<file path="src/rtl/game_fsm.sv">
`default_nettype none
// ============================================================================
// Module      : game_fsm
// Description : Game controller upstream of the LCD data wrapper.
//               - 2-flop synchronises the five raw buttons, then debounces
//                 each bit with its own stable-cycle counter.
//               - Generates a single-cycle start/pause press pulse.
//               - Runs the START / PLAYING / PAUSED / GAME_OVER machine that
//                 drives the wrapper's game_state input.
//               - Counts cleared waves (saturating at 15).
// Ports       : clk          in   pixel clock, single clock domain
//               rst_n        in   asynchronous active-low reset
//               buttons_raw  in   [4:0] raw buttons (0 shoot, 1 start/pause,
//                                 2 left, 3 spare, 4 right)
//               game_status  in   [2:0] wrapper feedback (0 player destroyed,
//                                 1 wave cleared, 2 invaders at ground)
//               buttons_db   out  [4:0] debounced button levels
//               game_state   out  [2:0] 000 START, 001 PLAYING, 010 PAUSED,
//                                 011 GAME_OVER
//               wave_count   out  [3:0] waves cleared in the current game
// Revision    : 1.0 - initial release
// ============================================================================
module game_fsm #(
    parameter int DEBOUNCE_CYCLES  = 330000,
    parameter int GAME_OVER_CYCLES = 99000000
) (
    input  logic       clk,
    input  logic       rst_n,
    input  logic [4:0] buttons_raw,
    input  logic [2:0] game_status,
    output logic [4:0] buttons_db,
    output logic [2:0] game_state,
    output logic [3:0] wave_count
);

    localparam int c_DB_W = $clog2(DEBOUNCE_CYCLES) + 1;
    localparam int c_GO_W = $clog2(GAME_OVER_CYCLES) + 1;

    localparam logic [c_DB_W-1:0] c_DB_LAST = c_DB_W'(DEBOUNCE_CYCLES - 1);
    localparam logic [c_GO_W-1:0] c_GO_LAST = c_GO_W'(GAME_OVER_CYCLES - 1);

    localparam logic [2:0] c_ST_START     = 3'b000;
    localparam logic [2:0] c_ST_PLAYING   = 3'b001;
    localparam logic [2:0] c_ST_PAUSED    = 3'b010;
    localparam logic [2:0] c_ST_GAME_OVER = 3'b011;

    localparam logic [3:0] c_WAVE_MAX = 4'd15;

    // ------------------------------------------------------------------
    // Button synchroniser
    // ------------------------------------------------------------------
    logic [4:0] r_sync1;
    logic [4:0] r_sync2;

    always_ff @(posedge clk or negedge rst_n) begin
        if (!rst_n) begin
            r_sync1 <= '0;
            r_sync2 <= '0;
        end else begin
            r_sync1 <= buttons_raw;
            r_sync2 <= r_sync1;
        end
    end

    // ------------------------------------------------------------------
    // Per-bit debounce: the counter measures how long the synchronised
    // level has disagreed with the accepted level; any agreement restarts it.
    // ------------------------------------------------------------------
    for (genvar gi = 0; gi < 5; gi++) begin : g_debounce
        logic [c_DB_W-1:0] r_cnt;
        logic              r_db_bit;

        always_ff @(posedge clk or negedge rst_n) begin
            if (!rst_n) begin
                r_cnt    <= '0;
                r_db_bit <= 1'b0;
            end else if (r_sync2[gi] != r_db_bit) begin
                if (r_cnt == c_DB_LAST) begin
                    r_db_bit <= r_sync2[gi];
                    r_cnt    <= '0;
                end else begin
                    r_cnt <= r_cnt + 1'b1;
                end
            end else begin
                r_cnt <= '0;
            end
        end

        assign buttons_db[gi] = r_db_bit;
    end

    // ------------------------------------------------------------------
    // Start/pause press pulse: one cycle per debounced rising edge, so a
    // held button yields exactly one press.
    // ------------------------------------------------------------------
    logic r_start_db_d;
    logic r_start_press;

    always_ff @(posedge clk or negedge rst_n) begin
        if (!rst_n) begin
            r_start_db_d  <= 1'b0;
            r_start_press <= 1'b0;
        end else begin
            r_start_db_d  <= buttons_db[1];
            r_start_press <= buttons_db[1] & ~r_start_db_d;
        end
    end

    // ------------------------------------------------------------------
    // Game state machine
    // ------------------------------------------------------------------
    logic [2:0]        r_state;
    logic [2:0]        w_state_nxt;
    logic              w_clear_waves;
    logic [c_GO_W-1:0] r_go_timer;

    always_ff @(posedge clk or negedge rst_n) begin
        if (!rst_n) begin
            r_state <= c_ST_START;
        end else begin
            r_state <= w_state_nxt;
        end
    end

    always_comb begin
        w_state_nxt   = r_state;
        w_clear_waves = 1'b0;
        case (r_state)
            c_ST_START: begin
                if (r_start_press) begin
                    w_state_nxt   = c_ST_PLAYING;
                    w_clear_waves = 1'b1;
                end
            end
            c_ST_PLAYING: begin
                // A fatal status wins over a simultaneous pause press.
                if (game_status[0] || game_status[2]) begin
                    w_state_nxt = c_ST_GAME_OVER;
                end else if (r_start_press) begin
                    w_state_nxt = c_ST_PAUSED;
                end
            end
            c_ST_PAUSED: begin
                if (r_start_press) begin
                    w_state_nxt = c_ST_PLAYING;
                end
            end
            c_ST_GAME_OVER: begin
                // A press in the first GAME_OVER cycle (timer still 0) is
                // ignored so the score clear downstream always sees >= 2 cycles.
                if ((r_go_timer == c_GO_LAST) ||
                    (r_start_press && (r_go_timer != '0))) begin
                    w_state_nxt = c_ST_START;
                end
            end
            default: begin
                w_state_nxt = c_ST_START;
            end
        endcase
    end

    // Dwell timer: held at 0 outside GAME_OVER, so it is 0 on entry.
    always_ff @(posedge clk or negedge rst_n) begin
        if (!rst_n) begin
            r_go_timer <= '0;
        end else if (r_state == c_ST_GAME_OVER) begin
            r_go_timer <= r_go_timer + 1'b1;
        end else begin
            r_go_timer <= '0;
        end
    end

    // ------------------------------------------------------------------
    // Wave counter. The edge register tracks game_status[1] in every
    // state, so an edge seen while PAUSED is consumed and never counted.
    // ------------------------------------------------------------------
    logic       r_wave_d;
    logic [3:0] r_wave_count;

    always_ff @(posedge clk or negedge rst_n) begin
        if (!rst_n) begin
            r_wave_d     <= 1'b0;
            r_wave_count <= '0;
        end else begin
            r_wave_d <= game_status[1];
            if (w_clear_waves) begin
                r_wave_count <= '0;
            end else if ((r_state == c_ST_PLAYING) && game_status[1] && !r_wave_d &&
                         (r_wave_count != c_WAVE_MAX)) begin
                r_wave_count <= r_wave_count + 1'b1;
            end
        end
    end

    assign game_state = r_state;
    assign wave_count = r_wave_count;

endmodule
`default_nettype wire
</file>
<file path="config.mk">
export PLATFORM = sky130hd
export DESIGN_NAME = game_fsm
export DESIGN_NICKNAME = d
export VERILOG_FILES = /design/src/rtl/game_fsm.sv
export SDC_FILE = /design/constraint.sdc
export NUM_CORES = 1
export LEC_CHECK = 0
export ABC_AREA = 1
export CORE_AREA = 4 4 136 170
export CTS_CLUSTER_DIAMETER = 200
export DETAILED_ROUTE_END_ITERATION = 12
export DIE_AREA = 0 0 140 174
export PLACE_DENSITY_LB_ADDON = 0.3
export RECOVER_POWER = 100
export SYNTH_ARGS = -nofsm -noshare
export SYNTH_HDL_FRONTEND = slang
export SYNTH_SLANG_ARGS = --single-unit
</file>
<file path="constraint.sdc">
create_clock -name clk -period 2.28 [get_ports clk]
set_input_delay 0.57 -clock clk [delete_from_list [all_inputs] [get_ports clk]]
set_output_delay 0.57 -clock clk [all_outputs]
set_load 0.005 [all_outputs]
</file>
Yosys cells after proc, flatten, opt, wreduce, memory -nomap -nowiden
Cells that the tools add are included.

word-level totals
  output and inout port bits = 12
  logic and storage cells = 82
  bits in registers = 153

cells by class
  add/sub/neg operators = 7
  multiplexer cells = 20
  equality and inequality tests = 18
  bitwise operators = 2
  reduce and logical (&&, ||, !) cells = 17

operator list
  kind                     number
  $mux W20                 10
  $add A20 B1 Y20 const B  5
  $eq A20 B19 Y1 const B   5
  $add A28 B1 Y28 const B  1
  $eq A28 B27 Y1 const B   1
  $mux W28                 1
  $reduce_bool A28 Y1      1
  $mux W3                  4
  $reduce_and A2 Y1        5
  $pmux W3 S3              1
  $mux W4                  2
  $eq A3 B2 Y1 const B     2
  $ne A1 B1 Y1             5
  $add A4 B1 Y4 const B    1
  $logic_and A1 B1 Y1      4
  $ne A4 B4 Y1 const B     1
  $eq A3 B1 Y1 const B     1
  $logic_not A3 Y1         1
  $ne A3 B3 Y1 const B     1
  $reduce_and A3 Y1        1
  $logic_or A1 B1 Y1       2
  $mux W1                  2
  $ne A2 B1 Y1 const B     1
  $ne A2 B2 Y1 const B     1
  5 further kinds          5

Longest topological paths before layout
Gate-level depths: netlist of run 1.

  word-level depth = 6
  mapped depth = 12

Worst setup path before layout of run 1
Ideal clock, no wire load.

  path kind = register to register
  from = register g_debounce[4].r_cnt[0]
  to = register g_debounce[4].r_cnt[11]
  setup time = 132 ps
  buffers on the path = 0
  path slack = 823 ps
  clock period less this slack = 1457 ps
  stages on the path, launching flop included = 9
  required time = 2148 ps
  arrival = 1326 ps
  cells stage by stage = dfrtp_1 > ha_1 > nand2_1 > nor2_2 > inv_1 > nor3_1 > nand3_1 > o211ai_1 > nor2_1

on the way
  word-level cells in the longest chain between the ends = 3
  elaborated cells between the ends (all ways) = 4
  those cells by class = add/sub (1); eq/ne (1); mux (2)

RTL lines
  item                                                      RTL line  RTL
  start: declaration                                        70        logic [c_DB_W-1:0] r_cnt;
  start signal: assignment                                  82        r_cnt <= r_cnt + 1'b1;
  $add A20 B1 Y20 / $eq A20 B19 Y1 (equally long branches)  82, 78
  $mux W20 (*)                                              78        if (r_cnt == c_DB_LAST) begin
  $mux W20 (*)                                              77        end else if (r_sync2[gi] != r_db_bit) begin

Mark *: on every way between the ends. The rest lies on a longest branch, timed or not.
A chain may end at the register's enable or synchronous reset.

Worst setup path after layout of run 1
  from = register r_wave_count[2] (netlist: wave_count[2])
  to = output port wave_count[2]

RTL lines
  item                      RTL line  RTL
  start: declaration        178       logic [3:0] r_wave_count;
  start signal: assignment  190       r_wave_count <= r_wave_count + 1'b1;
  end: declaration          33        output logic [3:0] wave_count

No word-level cell between the ends.

==> metrics.txt, run 1 <==
# TYPE chip_impl_metric gauge
chip_impl_metric{name="final.hold.worst_slack",unit="ns"} 0.344
chip_impl_metric{name="place_area",unit="um^2"} 9020
chip_impl_metric{name="detail_route.drc_violations",unit=""} 0
chip_impl_metric{name="fp-row-count",unit=""} 60
chip_impl_metric{name="die-area",unit="um^2"} 24400
chip_impl_metric{name="post_cts_buffers",unit=""} 0
chip_impl_info{name="hold_path.startpoint",value="r_sync1[1]$_DFF_PN0_"} 1
chip_impl_metric{name="worst_r2r_path_depth",unit=""} 8
chip_impl_metric{name="timing.critical_path.buf_inv",unit=""} 1
chip_impl_info{name="start_kind",value="flop"} 1
chip_impl_metric{name="syn_avg_cell_area",unit="um^2"} 7.84
chip_impl_metric{name="clk_pin_slew_worst_paths",unit="ns"} 0.06
chip_impl_metric{name="cts_inserted_buffers",unit=""} 17
chip_impl_info{name="capturing_element_type_of_the_critical_path",value="output pin"} 1
chip_impl_metric{name="design.portCount",unit=""} 22
chip_impl_metric{name="num_antenna_cells",unit=""} 0
chip_impl_metric{name="chipHeight",unit="um"} 174
chip_impl_metric{name="worstSkewPairLatency",unit="ns"} 0.43
chip_impl_metric{name="placedCellCount",unit=""} 1371
chip_impl_metric{name="count_of_endpoints_failing_setup_in_the_final_report",unit=""} 0
chip_impl_metric{name="tritoncts_num_sinks",unit=""} 152
chip_impl_metric{name="grt_first_pass_wirelength",unit="mm"} 31.8
chip_impl_metric{name="synth_nets",unit=""} 1100
chip_impl_metric{name="fillers",unit=""} 2214
chip_impl_metric{name="gpl_congestion",unit=""} 0.930
chip_impl_info{name="r2r-start",value="g_debounce[3].r_cnt[0]$_DFF_PN0_"} 1
chip_impl_info{name="r2r-end",value="g_debounce[3].r_cnt[18]$_DFF_PN0_"} 1
chip_impl_info{name="timing.hold.worst.class",value="flop to flop"} 1
chip_impl_metric{name="min_delay_path_depth",unit=""} 0
chip_impl_metric{name="timing.final.hold_violations",unit=""} 0
chip_impl_metric{name="reg2reg_slack",unit="ns"} 0.31
chip_impl_metric{name="fin_skew",unit="ns"} 0.00889
chip_impl_metric{name="critical_path_required",unit="ns"} 1.71
chip_impl_metric{name="synth_area",unit="um^2"} 8480
chip_impl_metric{name="cellPowerDensity",unit="nW/um^2"} 660
chip_impl_info{name="tritoncts",value="built"} 1
chip_impl_info{name="hold_end",value="r_sync2[1]$_DFF_PN0_"} 1
chip_impl_metric{name="h_tree_level_count",unit=""} 4
chip_impl_metric{name="achievable-frequency",unit="GHz"} 0.494
chip_impl_metric{name="synthesis_stage_register_bit_count",unit=""} 152
chip_impl_info{name="critical_path.slowest_cell",value="sky130_fd_sc_hd__dlygate4sd3_1"} 1
chip_impl_metric{name="vias_per_cell",unit=""} 4.90
chip_impl_metric{name="final.period_utilization",unit="%"} 88.7
chip_impl_metric{name="asyncSetResetFlopFracSynth",unit="%"} 100
chip_impl_metric{name="postCtsHoldBufs",unit=""} 0
chip_impl_metric{name="finalPower",unit="mW"} 6.22
chip_impl_metric{name="period_minus_slack",unit="ns"} 2.02
chip_impl_metric{name="netlist_instances",unit=""} 1082
chip_impl_metric{name="final_layout_size_suffix_gt1_share",unit="%"} 6.41
chip_impl_metric{name="tightest_slew",unit="ns"} 1.40
chip_impl_metric{name="maxCapViolCount",unit=""} 0
chip_impl_metric{name="number_of_global_route_vias_before_repair",unit=""} 6972
chip_impl_info{name="crit_family",value="buffers and inverters"} 1
chip_impl_metric{name="ctsLongestPathBuffers",unit=""} 2
chip_impl_info{name="crit_type",value="flop to output pin"} 1
chip_impl_metric{name="area_growth_syn_to_layout",unit="%"} 11.2
chip_impl_metric{name="post-dp-hpwl",unit="mm"} 13.2
chip_impl_metric{name="place.port_buffers",unit=""} 20
chip_impl_info{name="path_cells",value="dlygate4sd3_1"} 1
chip_impl_metric{name="worst-path-max-fanout",unit=""} 5
chip_impl_metric{name="route.vias.total",unit=""} 6869
chip_impl_metric{name="drt_first_pass_iters",unit=""} 5
chip_impl_metric{name="nNetsFinal",unit=""} 1129
chip_impl_metric{name="routed_wire_length_per_instance",unit="um"} 12.9
chip_impl_info{name="status",value="finished, final reports clean"} 1
chip_impl_metric{name="drt_wl_total",unit="mm"} 18.0
chip_impl_metric{name="finish.instance_area",unit="um^2"} 9430
chip_impl_metric{name="drt_iter0_drc",unit=""} 465
chip_impl_metric{name="max_slew_margin",unit="%"} 6.73
chip_impl_metric{name="drtAntennaViolNets",unit=""} 0
chip_impl_info{name="cts_root_buffer",value="sky130_fd_sc_hd__clkbuf_16"} 1
chip_impl_metric{name="tns",unit="ns"} 0
chip_impl_metric{name="gr-usage-all-layers",unit="%"} 15.6
chip_impl_metric{name="die_width",unit="um"} 140
chip_impl_metric{name="vdd_ir_drop_max",unit="mV"} 0.475
chip_impl_metric{name="count_of_warnings_emitted_by_yosys",unit=""} 0
chip_impl_metric{name="globalRoute.totalOverflow",unit=""} 0
chip_impl_metric{name="critical_path.max_stage_delay",unit="ns"} 0.60
chip_impl_metric{name="arrival",unit="ns"} 1.45
chip_impl_metric{name="core",unit="um^2"} 21500
chip_impl_metric{name="grt_start_max_net_pins",unit=""} 51
chip_impl_info{name="grt_setup_unrepaired",value="no"} 1
chip_impl_metric{name="grt_antenna_before_repair",unit=""} 0
chip_impl_metric{name="synth-seq-area-share",unit="%"} 44.8
chip_impl_metric{name="finish.cell_count_without_fillers",unit=""} 1402
chip_impl_metric{name="synth_enable_flop_cells",unit=""} 0
chip_impl_metric{name="synth_cell_types",unit=""} 43
chip_impl_info{name="synth_flop_cell",value="sky130_fd_sc_hd__dfrtp_1"} 1
chip_impl_metric{name="cts_resized",unit=""} 0
chip_impl_metric{name="slew_viol_final",unit=""} 0
chip_impl_metric{name="total_leakage_power",unit="nW"} 4.08
chip_impl_metric{name="initial_utilization",unit="%"} 39.5
[per-layer routing]
layer / vias up / part of all wire [%] / track usage, %
met2: 114 / 50 / 26.9
li1: 3504 / - / -
met4: 0 / 2.6 / 5.86
met3: 44 / 3.0 / 3.60
met1: 3207 / 45 / 18.9
met5: - / 0 / 0
[area by class of cell]
class / instances / area (um^2) / share of cell area [%]
Clock buffer: 18 / 429 / 4.55
Clock inverter: 13 / 156 / 1.66
Inverter: 138 / 518 / 5.49
Multi-Input combinational cell: 775 / 3930 / 41.7
Sequential cell: 152 / 3800 / 40.3
Tap cell: 279 / 349 / 3.70
Timing Repair Buffer: 27 / 243 / 2.57
[synth_stat cells, types with 5 or more instances]
| cell type | n | area (um^2) |
|---|---|---|
| sky130_fd_sc_hd__a21oi_1 | 15 | 75.1 |
| sky130_fd_sc_hd__a31oi_1 | 5 | 31.3 |
| sky130_fd_sc_hd__buf_4 | 7 | 52.6 |
| sky130_fd_sc_hd__clkbuf_1 | 8 | 30.0 |
| sky130_fd_sc_hd__dfrtp_1 | 152 | 3800 |
| sky130_fd_sc_hd__ha_1 | 8 | 100 |
| sky130_fd_sc_hd__inv_1 | 128 | 480 |
| sky130_fd_sc_hd__inv_2 | 8 | 30.0 |
| sky130_fd_sc_hd__nand2_1 | 201 | 754 |
| sky130_fd_sc_hd__nand2_2 | 7 | 43.8 |
| sky130_fd_sc_hd__nand3_1 | 59 | 295 |
| sky130_fd_sc_hd__nand4_1 | 35 | 219 |
| sky130_fd_sc_hd__nor2_1 | 201 | 754 |
| sky130_fd_sc_hd__nor2_2 | 20 | 125 |
| sky130_fd_sc_hd__nor2_4 | 6 | 67.6 |
| sky130_fd_sc_hd__nor3_1 | 53 | 265 |
| sky130_fd_sc_hd__nor3_2 | 17 | 170 |
| sky130_fd_sc_hd__nor3b_1 | 13 | 97.6 |
| sky130_fd_sc_hd__o21ai_0 | 19 | 95.1 |
| sky130_fd_sc_hd__or2_1 | 5 | 31.3 |
| sky130_fd_sc_hd__xnor2_1 | 11 | 96.3 |
| sky130_fd_sc_hd__xor2_1 | 61 | 534 |
[per-stage QoR]
stage                     util [%]  setup WS [ns]
after floorplan                  -          0.823
after global placement        42.0          0.505
after detailed placement      42.0          0.445
after CTS                     44.7          0.272
after global routing          43.9          0.133
final                         43.9          0.257
[flip-flops by register name, indices dropped and copies added, names as in the netlist]
signal and count:
r_wave_d 1, g_debounce.r_db_bit 5, r_start_db_d 1, r_go_timer 28
wave_count 4, r_sync1 5, r_start_press 1, game_state 2
r_sync2 5, g_debounce.r_cnt 100
[cells in the final DEF (no fill, tap or decap), types with 4 or more instances in the layout]
cell type                       netlist  layout
sky130_fd_sc_hd__nand3_1             59      62
sky130_fd_sc_hd__xor2_1              61      61
sky130_fd_sc_hd__or2_1                5       5
sky130_fd_sc_hd__ha_1                 8       8
sky130_fd_sc_hd__a31oi_1              5       5
sky130_fd_sc_hd__a21oi_1             15      15
sky130_fd_sc_hd__inv_1              128     129
sky130_fd_sc_hd__nor3_2              17      12
sky130_fd_sc_hd__nor3_1              53      58
sky130_fd_sc_hd__dfrtp_1            152     152
sky130_fd_sc_hd__dlygate4sd3_1        0      17
sky130_fd_sc_hd__nand2_1            201     206
sky130_fd_sc_hd__inv_2                8       6
sky130_fd_sc_hd__clkbuf_16            0      17
sky130_fd_sc_hd__clkinv_2             0       5
sky130_fd_sc_hd__or2_2                4       4
sky130_fd_sc_hd__nand4_1             35      36
sky130_fd_sc_hd__clkbuf_1             8       5
sky130_fd_sc_hd__nor2_1             201     218
sky130_fd_sc_hd__xnor2_1             11      12
sky130_fd_sc_hd__nor2_2              20       7
sky130_fd_sc_hd__o21ai_1              4       4
sky130_fd_sc_hd__o21ai_0             19      19
sky130_fd_sc_hd__o21a_1               4       4
sky130_fd_sc_hd__nor3b_1             13      13
[logic make-up after synthesis]
family,share of synthesized area [%]
AND/OR/NAND/NOR,35.4
buffers and inverters,7.20
flip-flops,44.8
XOR/XNOR,7.63
AO/OA/AOI/OAI,3.67
adder cells (fa/ha/maj),1.18
other,0.0442
[where the power goes]
part | switching (mW) | internal, mW
Sequential | 0.0928 | 2.79
Clock | 1.12 | 1.71
Combinational | 0.316 | 0.205
[how the worst max path moves through the flow]
stage,start,endpoint,slack (ns),cells past startpoint
2_1_floorplan,g_debounce[4].r_cnt[0]$_DFF_PN0_,g_debounce[4].r_cnt[11]$_DFF_PN0_,0.82,8
3_3_place_gp,game_status[2],game_state[1]$_DFFE_PN0P_,0.50,7
3_5_place_dp,game_status[2],game_state[1]$_DFFE_PN0P_,0.44,7
4_1_cts,g_debounce[1].r_db_bit$_DFFE_PN0P_,buttons_db[1],0.27,1
5_1_grt,g_debounce[3].r_cnt[0]$_DFF_PN0_,g_debounce[3].r_cnt[16]$_DFF_PN0_,0.13,8
6_report,wave_count[2]$_DFFE_PN0P_,wave_count[2],0.26,1
(Power assumes the default switching activity.)
==> inputs of run 2 (changes only) <==
--- a/config.mk
+++ b/config.mk
@@ -6,12 +6,14 @@
 export NUM_CORES = 1
 export LEC_CHECK = 0
 export ABC_AREA = 1
-export CORE_AREA = 4 4 136 170
+export CORE_AREA = 4 4 151 153
 export CTS_CLUSTER_DIAMETER = 200
 export DETAILED_ROUTE_END_ITERATION = 12
-export DIE_AREA = 0 0 140 174
+export DIE_AREA = 0 0 155 157
 export PLACE_DENSITY_LB_ADDON = 0.3
 export RECOVER_POWER = 100
+export SKIP_CTS_REPAIR_TIMING = 1
+export SKIP_LAST_GASP = 1
 export SYNTH_ARGS = -nofsm -noshare
 export SYNTH_HDL_FRONTEND = slang
 export SYNTH_SLANG_ARGS = --single-unit
==> run 2 against run 1 <==
Flip-flop and latch count did not move. Global-route usage fell by 0.46 points. Fmax fell by 0.12%. Via count fell by 0.74%. First-iteration DRC count fell by 26%. Combinational power fell by 2%. Critical path type unchanged.
==> metrics.txt, run 2 (synthesis gave the netlist of run 1 again) <==
# TYPE chip_impl_metric gauge
chip_impl_info{name="status",value="finished, final reports clean"} 1
chip_impl_metric{name="drtAntennaViolNets",unit=""} 0
chip_impl_metric{name="tightest_slew",unit="ns"} 1.40
chip_impl_metric{name="num_antenna_cells",unit=""} 0
chip_impl_metric{name="final_layout_size_suffix_gt1_share",unit="%"} 6.14
chip_impl_metric{name="grt_antenna_before_repair",unit=""} 0
chip_impl_metric{name="tns",unit="ns"} 0
chip_impl_info{name="cts_root_buffer",value="sky130_fd_sc_hd__clkbuf_16"} 1
chip_impl_metric{name="design.portCount",unit=""} 22
chip_impl_metric{name="drt_wl_total",unit="mm"} 17.3
chip_impl_info{name="timing.hold.worst.class",value="input pin to asynchronous set/reset pin"} 1
chip_impl_metric{name="tritoncts_num_sinks",unit=""} 152
chip_impl_info{name="crit_family",value="buffers and inverters"} 1
chip_impl_metric{name="power_report.internal_total",unit="mW"} 4.75
chip_impl_info{name="leading_cell_type_in_the_layout_fill_and_taps_excluded",value="sky130_fd_sc_hd__nor2_1"} 1
chip_impl_metric{name="seqPwrFrac",unit="%"} 46.0
chip_impl_metric{name="finalPower",unit="mW"} 6.26
chip_impl_metric{name="p_comb_share",unit="%"} 8.2
chip_impl_metric{name="maxCapViolCount",unit=""} 0
chip_impl_metric{name="clock_power_share",unit="%"} 45.8
chip_impl_metric{name="gpl_congestion",unit=""} 0.913
chip_impl_metric{name="fillers",unit=""} 2141
chip_impl_metric{name="switching_share",unit="%"} 24.1
chip_impl_metric{name="cts_inserted_buffers",unit=""} 17
chip_impl_metric{name="placedCellCount",unit=""} 1372
chip_impl_metric{name="cellPowerDensity",unit="nW/um^2"} 663
chip_impl_metric{name="grt_first_pass_wirelength",unit="mm"} 30.6
chip_impl_metric{name="fin_skew",unit="ns"} 0.00797
chip_impl_metric{name="core",unit="um^2"} 21600
chip_impl_metric{name="routed_wire_length_per_instance",unit="um"} 12.3
chip_impl_info{name="largestRegisters",value="g_debounce.r_cnt x100, r_go_timer x28"} 1
chip_impl_metric{name="initial_utilization",unit="%"} 39.4
chip_impl_metric{name="p_sw",unit="mW"} 1.51
chip_impl_metric{name="slew_viol_final",unit=""} 0
chip_impl_metric{name="max_slew_margin",unit="%"} 6.71
chip_impl_info{name="largest-register",value="g_debounce.r_cnt"} 1
chip_impl_metric{name="achievable-frequency",unit="GHz"} 0.494
chip_impl_metric{name="drt_first_pass_iters",unit=""} 5
chip_impl_info{name="capturing_element_type_of_the_critical_path",value="output pin"} 1
chip_impl_metric{name="chipHeight",unit="um"} 157
chip_impl_metric{name="final.period_utilization",unit="%"} 88.8
chip_impl_info{name="critical_path.slowest_cell",value="sky130_fd_sc_hd__dlygate4sd3_1"} 1
chip_impl_metric{name="ctsLongestPathBuffers",unit=""} 2
chip_impl_metric{name="largest_reg_flops",unit=""} 100
chip_impl_info{name="final_cell_mix",value="sky130_fd_sc_hd__nor2_1 (219), sky130_fd_sc_hd__nand2_1 (205), sky130_fd_sc_hd__dfrtp_1 (152), sky130_fd_sc_hd__inv_1 (128), sky130_fd_sc_hd__nand3_1 (62)"} 1
chip_impl_metric{name="vias_per_cell",unit=""} 4.86
chip_impl_metric{name="fp-row-count",unit=""} 54
chip_impl_info{name="start_kind",value="flop"} 1
chip_impl_metric{name="nNetsFinal",unit=""} 1129
chip_impl_metric{name="final.hold.worst_slack",unit="ns"} 0.0249
chip_impl_metric{name="drt_iter0_drc",unit=""} 345
chip_impl_metric{name="area_growth_syn_to_layout",unit="%"} 11.2
chip_impl_metric{name="place.port_buffers",unit=""} 20
chip_impl_metric{name="number_of_global_route_vias_before_repair",unit=""} 6613
chip_impl_metric{name="h_tree_level_count",unit=""} 4
chip_impl_metric{name="critical_path_required",unit="ns"} 1.71
chip_impl_metric{name="timing.final.hold_violations",unit=""} 0
chip_impl_metric{name="worst-path-max-fanout",unit=""} 5
chip_impl_metric{name="detail_route.drc_violations",unit=""} 0
chip_impl_info{name="grt_setup_unrepaired",value="no"} 1
chip_impl_metric{name="vdd_ir_drop_max",unit="mV"} 0.502
chip_impl_metric{name="critical_path.max_stage_delay",unit="ns"} 0.60
chip_impl_metric{name="route.vias.total",unit=""} 6818
chip_impl_metric{name="total_leakage_power",unit="nW"} 4.07
chip_impl_metric{name="worstSkewPairLatency",unit="ns"} 0.43
chip_impl_metric{name="arrival",unit="ns"} 1.46
chip_impl_metric{name="die_width",unit="um"} 155
chip_impl_metric{name="gr-usage-all-layers",unit="%"} 15.1
chip_impl_metric{name="grt_start_max_net_pins",unit=""} 46
chip_impl_metric{name="period_minus_slack",unit="ns"} 2.03
chip_impl_metric{name="finish.cell_count_without_fillers",unit=""} 1404
chip_impl_metric{name="globalRoute.totalOverflow",unit=""} 0
chip_impl_info{name="path_cells",value="dlygate4sd3_1"} 1
chip_impl_metric{name="count_of_endpoints_failing_setup_in_the_final_report",unit=""} 0
chip_impl_info{name="crit_type",value="flop to output pin"} 1
chip_impl_info{name="tritoncts",value="built"} 1
chip_impl_metric{name="post-dp-hpwl",unit="mm"} 12.7
chip_impl_metric{name="clk_pin_slew_worst_paths",unit="ns"} 0.06
chip_impl_metric{name="timing.critical_path.buf_inv",unit=""} 1
chip_impl_metric{name="die-area",unit="um^2"} 24300
run 2: changes by cell type in the layout (fill, tap and decap cells not counted), moves of 2 or more:
cell	change
sky130_fd_sc_hd__clkbuf_1	+4
sky130_fd_sc_hd__clkinv_2	-4
sky130_fd_sc_hd__inv_2	+2
sky130_fd_sc_hd__nor2_2	-2
sky130_fd_sc_hd__nor3_1	+2
sky130_fd_sc_hd__nor3_2	-2
run 2: stage by stage:
step,utilization [%],area (um^2),setup WS (ns)
3_5_place_dp,41.8,9020,0.515
3_3_place_gp,41.8,9020,0.525
6_report,43.8,9430,0.255
4_1_cts,44.6,9620,0.266
5_1_grt,43.8,9430,0.131
2_1_floorplan,-,8480,0.823
run 2: path summary, 6_finish.rpt:
path	start	to	slack, ns	cells after the start
hold reg to reg	r_sync1[3]$_DFF_PN0_	r_sync2[3]$_DFF_PN0_	0.35	0
max in group asynchronous	rst_n	g_debounce[3].r_cnt[17]$_DFF_PN0_	0.66	2
setup / recovery	wave_count[2]$_DFFE_PN0P_	wave_count[2]	0.25	1
setup reg to reg	g_debounce[4].r_cnt[0]$_DFF_PN0_	g_debounce[4].r_cnt[11]$_DFF_PN0_	0.30	8
min in group clk	r_sync1[3]$_DFF_PN0_	r_sync2[3]$_DFF_PN0_	0.35	0
hold / removal	rst_n	g_debounce[0].r_db_bit$_DFFE_PN0P_	0.02	1
run 2: layout make-up:
type                            instances  area (um^2)  area share (%)
Tap cell                              280          350            3.72
Clock inverter                         10          145            1.54
Timing Repair Buffer                   27          230            2.44
Sequential cell                       152         3800            40.3
Multi-Input combinational cell        775         3930            41.7
Clock buffer                           22          454            4.82
Inverter                              138          518            5.49
run 2: power groups by stage:
stage          Sequential, mW  Combinational [mW]  Clock [mW]
2_1_floorplan            2.92               0.305           0
3_3_place_gp             2.93               0.563           0
3_5_place_dp             2.93               0.568           0
4_1_cts                  2.88               0.571        2.97
5_1_grt                  2.90               0.598        3.09
6_report                 2.88               0.512        2.86
run 2: per-layer routing:
| metal | vias up | global-route usage, % | routed length, um |
|---|---|---|---|
| met3 | 22 | 3.52 | 546 |
| met4 | 0 | 4.54 | 243 |
| met5 | - | 0 | 0 |
| li1 | 3507 | - | - |
| met1 | 3188 | 19.6 | 8290 |
| met2 | 101 | 25.4 | 8240 |
